$ cat config.mk
export PLATFORM = sky130hd
export DESIGN_NAME = ex_mem_pipe_stage_flat
export DESIGN_NICKNAME = d
export VERILOG_FILES = /design/src/rtl/ex_mem_pipe_stage_if.sv /design/src/rtl/ex_mem_pipe_stage.sv /design/src/flat_wrapper.sv
export SDC_FILE = /design/constraint.sdc
export NUM_CORES = 1
export LEC_CHECK = 0
export ABC_CLOCK_PERIOD_IN_PS = 2000
export BUFFER_PORTS_ARGS = -buffer_cell sky130_fd_sc_hd__buf_2
export CORE_MARGIN = 5
export CORE_UTILIZATION = 44
export CTS_CLUSTER_DIAMETER = 150
export DETAILED_ROUTE_END_ITERATION = 10
export PLACE_DENSITY = 0.82
export SLEW_MARGIN = 20
export SYNTH_ARGS = -nofsm -noshare
export SYNTH_HDL_FRONTEND = slang
export SYNTH_SLANG_ARGS = --single-unit
$ cat constraint.sdc
create_clock -name clk -period 2 [get_ports clk]
set_input_delay 0.4 -clock clk [delete_from_list [all_inputs] [get_ports clk]]
set_output_delay 0.4 -clock clk [all_outputs]
set_load 0.05 [all_outputs]
$ cat src/rtl/ex_mem_pipe_stage_if.sv
// Upstream/downstream handshake bundle for ex_mem_pipe_stage.
// The stage uses the slave modport; the driving side (upstream, downstream, flush) uses master.
interface ex_mem_pipe_stage_if #(
  parameter int DATA_W = 32,
  parameter int NUM_CH = 3,
  parameter int CTRL_W = 6,
  parameter int RD_W   = 5
);
  logic                     flush;
  logic                     in_valid;
  logic                     in_ready;
  logic [NUM_CH*DATA_W-1:0] in_data;
  logic [CTRL_W-1:0]        in_ctrl;
  logic [RD_W-1:0]          in_rd;
  logic                     out_valid;
  logic                     out_ready;
  logic [NUM_CH*DATA_W-1:0] out_data;
  logic [CTRL_W-1:0]        out_ctrl;
  logic [RD_W-1:0]          out_rd;
  logic [1:0]               out_count;

  modport slave (
    input  flush, in_valid, in_data, in_ctrl, in_rd, out_ready,
    output in_ready, out_valid, out_data, out_ctrl, out_rd, out_count
  );

  modport master (
    output flush, in_valid, in_data, in_ctrl, in_rd, out_ready,
    input  in_ready, out_valid, out_data, out_ctrl, out_rd, out_count
  );
endinterface

$ cat src/rtl/ex_mem_pipe_stage.sv
// Pipeline-stage register with valid/ready handshake, flush and bubble control zeroing.
// Define PIPE_SKID_EN to build the two-entry skid buffer with a registered in_ready.
module ex_mem_pipe_stage #(
  parameter int DATA_W = 32,
  parameter int NUM_CH = 3,
  parameter int CTRL_W = 6,
  parameter int RD_W   = 5
) (
  input logic                 clk,
  input logic                 rst_n,
  ex_mem_pipe_stage_if.slave  bus
);
  localparam int DW = NUM_CH * DATA_W;

  localparam logic [1:0] EMPTY = 2'd0;
  localparam logic [1:0] ONE   = 2'd1;
`ifdef PIPE_SKID_EN
  localparam logic [1:0] FULL  = 2'd2;
`endif

  logic [1:0]        state, state_nxt;
  logic [DW-1:0]     m_data;
  logic [CTRL_W-1:0] m_ctrl;
  logic [RD_W-1:0]   m_rd;
  logic              out_valid, in_ready;
  logic              in_fire, out_fire;
  logic              ld_m;

`ifdef PIPE_SKID_EN
  logic [DW-1:0]     s_data;
  logic [CTRL_W-1:0] s_ctrl;
  logic [RD_W-1:0]   s_rd;
  logic              ld_s, ld_m_from_s;
  logic              in_ready_q;

  assign in_ready = in_ready_q;
`else
  assign in_ready = !out_valid || bus.out_ready;
`endif

  assign out_valid = (state != EMPTY);
  assign in_fire   = bus.in_valid && in_ready;
  assign out_fire  = out_valid && bus.out_ready;

  assign bus.in_ready  = in_ready;
  assign bus.out_valid = out_valid;
  assign bus.out_data  = m_data;
  assign bus.out_ctrl  = m_ctrl;
  assign bus.out_rd    = m_rd;
  // State encoding doubles as the occupancy count.
  assign bus.out_count = state;

  always_comb begin
    state_nxt = state;
    ld_m      = 1'b0;
`ifdef PIPE_SKID_EN
    ld_s        = 1'b0;
    ld_m_from_s = 1'b0;
`endif
    case (state)
      EMPTY: begin
        if (in_fire) begin
          ld_m      = 1'b1;
          state_nxt = ONE;
        end
      end
      ONE: begin
        if (in_fire && out_fire) begin
          ld_m = 1'b1;
`ifdef PIPE_SKID_EN
        end else if (in_fire) begin
          ld_s      = 1'b1;
          state_nxt = FULL;
`endif
        end else if (out_fire) begin
          state_nxt = EMPTY;
        end
      end
`ifdef PIPE_SKID_EN
      FULL: begin
        if (out_fire) begin
          ld_m_from_s = 1'b1;
          state_nxt   = ONE;
        end
      end
`endif
      default: state_nxt = EMPTY;
    endcase
    // Flush wins: a same-cycle in_fire handshakes but its payload is dropped.
    if (bus.flush) begin
      state_nxt = EMPTY;
      ld_m      = 1'b0;
`ifdef PIPE_SKID_EN
      ld_s        = 1'b0;
      ld_m_from_s = 1'b0;
`endif
    end
  end

  always_ff @(posedge clk or negedge rst_n) begin
    if (!rst_n) begin
      state  <= EMPTY;
      m_data <= '0;
      m_ctrl <= '0;
      m_rd   <= '0;
    end else begin
      state <= state_nxt;
      if (ld_m) begin
        m_data <= bus.in_data;
        m_ctrl <= bus.in_ctrl;
        m_rd   <= bus.in_rd;
`ifdef PIPE_SKID_EN
      end else if (ld_m_from_s) begin
        m_data <= s_data;
        m_ctrl <= s_ctrl;
        m_rd   <= s_rd;
`endif
      end else if (state_nxt == EMPTY) begin
        // Bubble: kill control so no write can fire, payload keeps its last value.
        m_ctrl <= '0;
      end
    end
  end

`ifdef PIPE_SKID_EN
  always_ff @(posedge clk or negedge rst_n) begin
    if (!rst_n) begin
      s_data     <= '0;
      s_ctrl     <= '0;
      s_rd       <= '0;
      in_ready_q <= 1'b1;
    end else begin
      in_ready_q <= (state_nxt != FULL);
      if (ld_s) begin
        s_data <= bus.in_data;
        s_ctrl <= bus.in_ctrl;
        s_rd   <= bus.in_rd;
      end
    end
  end
`endif

endmodule

$ cat src/flat_wrapper.sv
// flat-port wrapper written by rule: the top's interface ports become plain ports
module ex_mem_pipe_stage_flat 
#(
  parameter int DATA_W = 32,
  parameter int NUM_CH = 3,
  parameter int CTRL_W = 6,
  parameter int RD_W   = 5
)
  (clk, rst_n, bus_flush, bus_in_valid, bus_in_data, bus_in_ctrl, bus_in_rd, bus_out_ready, bus_in_ready, bus_out_valid, bus_out_data, bus_out_ctrl, bus_out_rd, bus_out_count);
  ex_mem_pipe_stage_if #(.DATA_W(DATA_W), .NUM_CH(NUM_CH), .CTRL_W(CTRL_W), .RD_W(RD_W)) bus_i ();
  input logic clk;
  input logic rst_n;
  input wire logic [$bits(bus_i.flush)-1:0] bus_flush;
  input wire logic [$bits(bus_i.in_valid)-1:0] bus_in_valid;
  input wire logic [$bits(bus_i.in_data)-1:0] bus_in_data;
  input wire logic [$bits(bus_i.in_ctrl)-1:0] bus_in_ctrl;
  input wire logic [$bits(bus_i.in_rd)-1:0] bus_in_rd;
  input wire logic [$bits(bus_i.out_ready)-1:0] bus_out_ready;
  output wire logic [$bits(bus_i.in_ready)-1:0] bus_in_ready;
  output wire logic [$bits(bus_i.out_valid)-1:0] bus_out_valid;
  output wire logic [$bits(bus_i.out_data)-1:0] bus_out_data;
  output wire logic [$bits(bus_i.out_ctrl)-1:0] bus_out_ctrl;
  output wire logic [$bits(bus_i.out_rd)-1:0] bus_out_rd;
  output wire logic [$bits(bus_i.out_count)-1:0] bus_out_count;
  assign bus_i.flush = bus_flush;
  assign bus_i.in_valid = bus_in_valid;
  assign bus_i.in_data = bus_in_data;
  assign bus_i.in_ctrl = bus_in_ctrl;
  assign bus_i.in_rd = bus_in_rd;
  assign bus_i.out_ready = bus_out_ready;
  assign bus_in_ready = bus_i.in_ready;
  assign bus_out_valid = bus_i.out_valid;
  assign bus_out_data = bus_i.out_data;
  assign bus_out_ctrl = bus_i.out_ctrl;
  assign bus_out_rd = bus_i.out_rd;
  assign bus_out_count = bus_i.out_count;
  ex_mem_pipe_stage #(.DATA_W(DATA_W), .NUM_CH(NUM_CH), .CTRL_W(CTRL_W), .RD_W(RD_W)) u_core (.clk(clk), .rst_n(rst_n), .bus(bus_i));
endmodule
==> results by stage <==
Cells and area:
- The number of antenna diodes in the final layout is 0.
- The area used by multi-input combinational logic is 1340 µm².
- From synthesis to final layout, the design area changed by 35.4%.
- The utilization after layout is between 60% and 70%.
- The net count of the finished layout is about 580.
- The fraction of final layout cells with drive strength greater than 1 is 74.0%.
- The filler cells instantiated in the layout total approximately 700.
- The final instance count without filler cells is ~600.
- Registers take 2730 µm².

Floorplan:
- The effective utilization at floorplan is between 40 and 50%.
- The die covers about 11000 µm².
- The die boundary width is ~110 µm.
- The core area is approximately 9000 µm².
- The die boundary height is 107 µm.
- The initialized floorplan defines 35 standard-cell rows.
- In this run the count of I/O pins placed on the die edge is 223.

STA:
- The total setup violations reported at the end of the flow is 0.
- The clock period could shrink to between 1500 and 2000 ps.
- The number of failing hold endpoints at the final stage is 0.
- Clock skew on the completed layout was measured at ~15 ps.
- Static timing analysis puts the maximum clock frequency at approximately 550 MHz.
- The final-layout setup total negative slack is 0 ps.
- The share of the cycle needed by the critical path after routing is between 90 and 100%.
- The count of pins over their slew limit is 0.
- Setup repair after global routing left no endpoint under its margin.

Clocking:
- TritonCTS built the clock tree.
- The cell at the root of the clock tree is clkbuf_8.
- Clock tree synthesis inserted a total of 9 buffers.
- The clock reaches the later pin of the worst-skew pair after approximately 350 ps.
- The H-tree was split into 3 levels.
- The post-CTS setup-driven buffer insertion count is 0.
- Buffers inserted to repair hold after CTS numbered 1.
- The TritonCTS sink count is 109.
- The clock-pin slew on the worst setup and hold paths is 100 ps.
- Post-CTS repair changed the size of 0 cells.
- The maximum clock path buffer count is 2.

Logic synthesis:
- When the netlist entered floorplanning its net count stood at about 350.
- Among all cell types in the netlist, the one instantiated most often is dfrtp_1.
- Each instance of the synthesized netlist takes up on average roughly 18 µm².
- Summing the areas of all and, or, nand and nor instances in the mapped netlist gives less than 1% of the synthesized area.
- The share of cell area taken by muxes after synthesis is 29.6%.
- In this run, synthesis inferred 0 flip-flops with an integrated enable.
- Summing the sequential cell areas from Yosys gives about two thirds of the chip area.
- Counting flops and latches in the post-synthesis netlist gives around 110.
- By count the netlist is led by 109 x dfrtp_1, 77 x mux2_2, 24 x mux2_4.
- The synthesized design devotes to its leading area cell type roughly two thirds of total area.
- After synthesis, the largest family of logic cells by area is multiplexers.
- Of the total synthesized cell area, the portion taken by full adders, half adders and majority gates is 0%.
- Summed over all instances, the cell type with the most area after synthesis is dfrtp_1.
- The post-synthesis instance total is between 200 and 250.
- The count of yosys warnings during synthesis is 0.
- The cell area that synthesis handed to floorplanning was 4150 µm².
- The synthesized netlist devotes under 10% of its cell area to compound gates.
- The number of different library cells used by synthesis comes to 14.
- Counting flops with an async set or reset pin after synthesis yields a share of 100%.
- Ranked by total cell area, the synthesized netlist is headed by dfrtp_1 66%, mux2_2 21%, mux2_4 8.7%.
- The synthesized netlist devotes 0% of its cell area to XOR and XNOR gates.
- The commonest register cell after synthesis is dfrtp_1.

Outcome:
- The run finished with clean final reports.

Global routing:
- The wire length of the first global-routing pass is 15.2 mm.
- Global routing consumed, over all layers together, roughly 17% of the routing resources.
- The number of global-route vias before repair is around 3100.
- The number of antenna violations at the first check in global routing is 0.
- The largest net degree at the start of global routing is 62.
- The total congestion overflow is 0.

Pwr:
- Power spread over the standard cell area amounts to between 1000 and 1500 nW/µm².
- Overall power consumption after layout is estimated at slightly below 7000 µW.
- IR analysis of the VDD net gives a maximum drop of around 0.56 mV.
- The internal power component is approximately 3900 µW.
- The share of total power consumed by net switching is between 40% and 50%.
- The proportion of power drawn by flip-flops and latches is a little over two fifths.
- Summed over all nets, the switching power comes to between 2000 and 3000 µW.
- Combinational logic burns between 40% and 50% of the power.
- The leakage power is 0.00284 µW.
- The clock share of power is 18.0%.

Place:
- The number of instances in the placed design is roughly 580.
- In this run the tool buffered the top-level ports with around 220 buffer cells.
- The congestion estimate from routability-driven global placement came to between 0.7 and 0.8.
- Once detailed placement completed, the half-perimeter wirelength came to roughly 7.6 mm.

Critical path:
- At the worst endpoint, the arrival time is ~1400 ps.
- The type of the worst setup path is reg2out.
- The sort of element at the start of the critical path is a flip-flop.
- The kind of capture point of the worst setup path is an output pin.
- For the worst setup path, the data required time is 1600 ps.
- The maximum net fanout on the critical path is 3.

Drt:
- Wires add up to a little under 10 mm.
- In the routed layout, each cell is associated on average with a via count of about 4.6.
- The number of design-rule violations left by the first detailed-router iteration is just over 70.
- In the routed design, unresolved DRC markers number 0.
- The residual antenna-violating net count after detailed routing is 0.
- The first detailed-routing pass ran for 3 iterations.
- The total via count after detailed routing is around 2800.
- The per-cell routed wire length is between 15 and 20 µm.

Min path:
- The path class of the tightest hold or removal check is in2reg.

Job:
- Max-cap violations in this run came to 0.
## power groups by stage
stage / registers, µW / clock network (µW) / logic [µW]
floorplan: 4400 / 0 / 501
global placement: 2860 / 0 / 2720
detailed placement: 2890 / 0 / 2760
CTS: 2850 / 1280 / 2770
global route: 2900 / 1370 / 2850
finish: 2840 / 1230 / 2740
## stage by stage
stage | cell area [µm²] | setup slack [ps] | hold slack (ps)
floorplan | 4150 | 88.0 | 104
detailed placement | 5420 | 278 | 311
finish | 5620 | 180 | 270
global route | 5620 | 97.9 | 243
global placement | 5420 | 336 | 307
CTS | 5620 | 152 | 248
## cells by family after synthesis
family	after synthesis
simple gates	6
other cells	1
flops	109
compound gates	7
mux	101
buf+inv	12
## worst paths after layout
path / to / slack, ps / cells past startpoint / start
min reg2reg: u_core.bus.out_data[18] / 510 / 1 / u_core.bus.out_data[18]
max reg2reg: u_core.bus.out_data[31] / 380 / 4 / u_core.bus.out_count[1]
max: bus_in_ready / 180 / 3 / u_core.bus.out_count[0]
min: u_core.bus.out_data[72] / 270 / 2 / bus_in_data[72]
min in group asynchronous: u_core.bus.out_data[39] / 470 / 2 / rst_n
max in group asynchronous: u_core.bus.out_data[88] / 870 / 3 / rst_n
## per-layer routing
metal | vias up | routed length [µm] | global-route usage, %
met1 | 1349 | 3640 | 19.0
met4 | 0 | 189 | 5.75
met5 | - | 0 | 0
met3 | 17 | 771 | 4.76
met2 | 119 | 5110 | 30.3
li1 | 1276 | - | -
## worst max-delay path, cell delays in order, from the launching register on
cell and delay (ps):
dfrtp_1 430, or2_2 310, nand2b_1 70, buf_2 260
## flip-flops by register name, summed over array words and instances (netlist names)
register	cells
u_core.bus.out_count	2
u_core.bus.out_ctrl	6
u_core.bus.out_data	96
u_core.bus.out_rd	5
## area by class of cell
cell class                      count  area share, %
Clock inverter                      4          0.579
Multi-Input combinational cell    115           23.8
Timing Repair Buffer              229           21.5
Sequential cell                   109           48.5
Clock buffer                       12           2.76
Tap cell                          129           2.87
## layout by cell type, fill, tap and decap left out
master / count
clkinv_4: 2
and3_4: 1
a22o_1: 6
dfrtp_1: 109
buf_4: 4
buf_12: 3
or2_2: 1
nor2_1: 1
mux2_2: 77
nand2b_1: 1
clkbuf_1: 1
dlygate4sd3_1: 1
clkbuf_8: 11
a21o_1: 1
clkinvlp_4: 2
nand2b_4: 1
conb_1: 1
mux2_4: 24
nor3_1: 1
buf_2: 221
(Power assumes the default switching activity.)
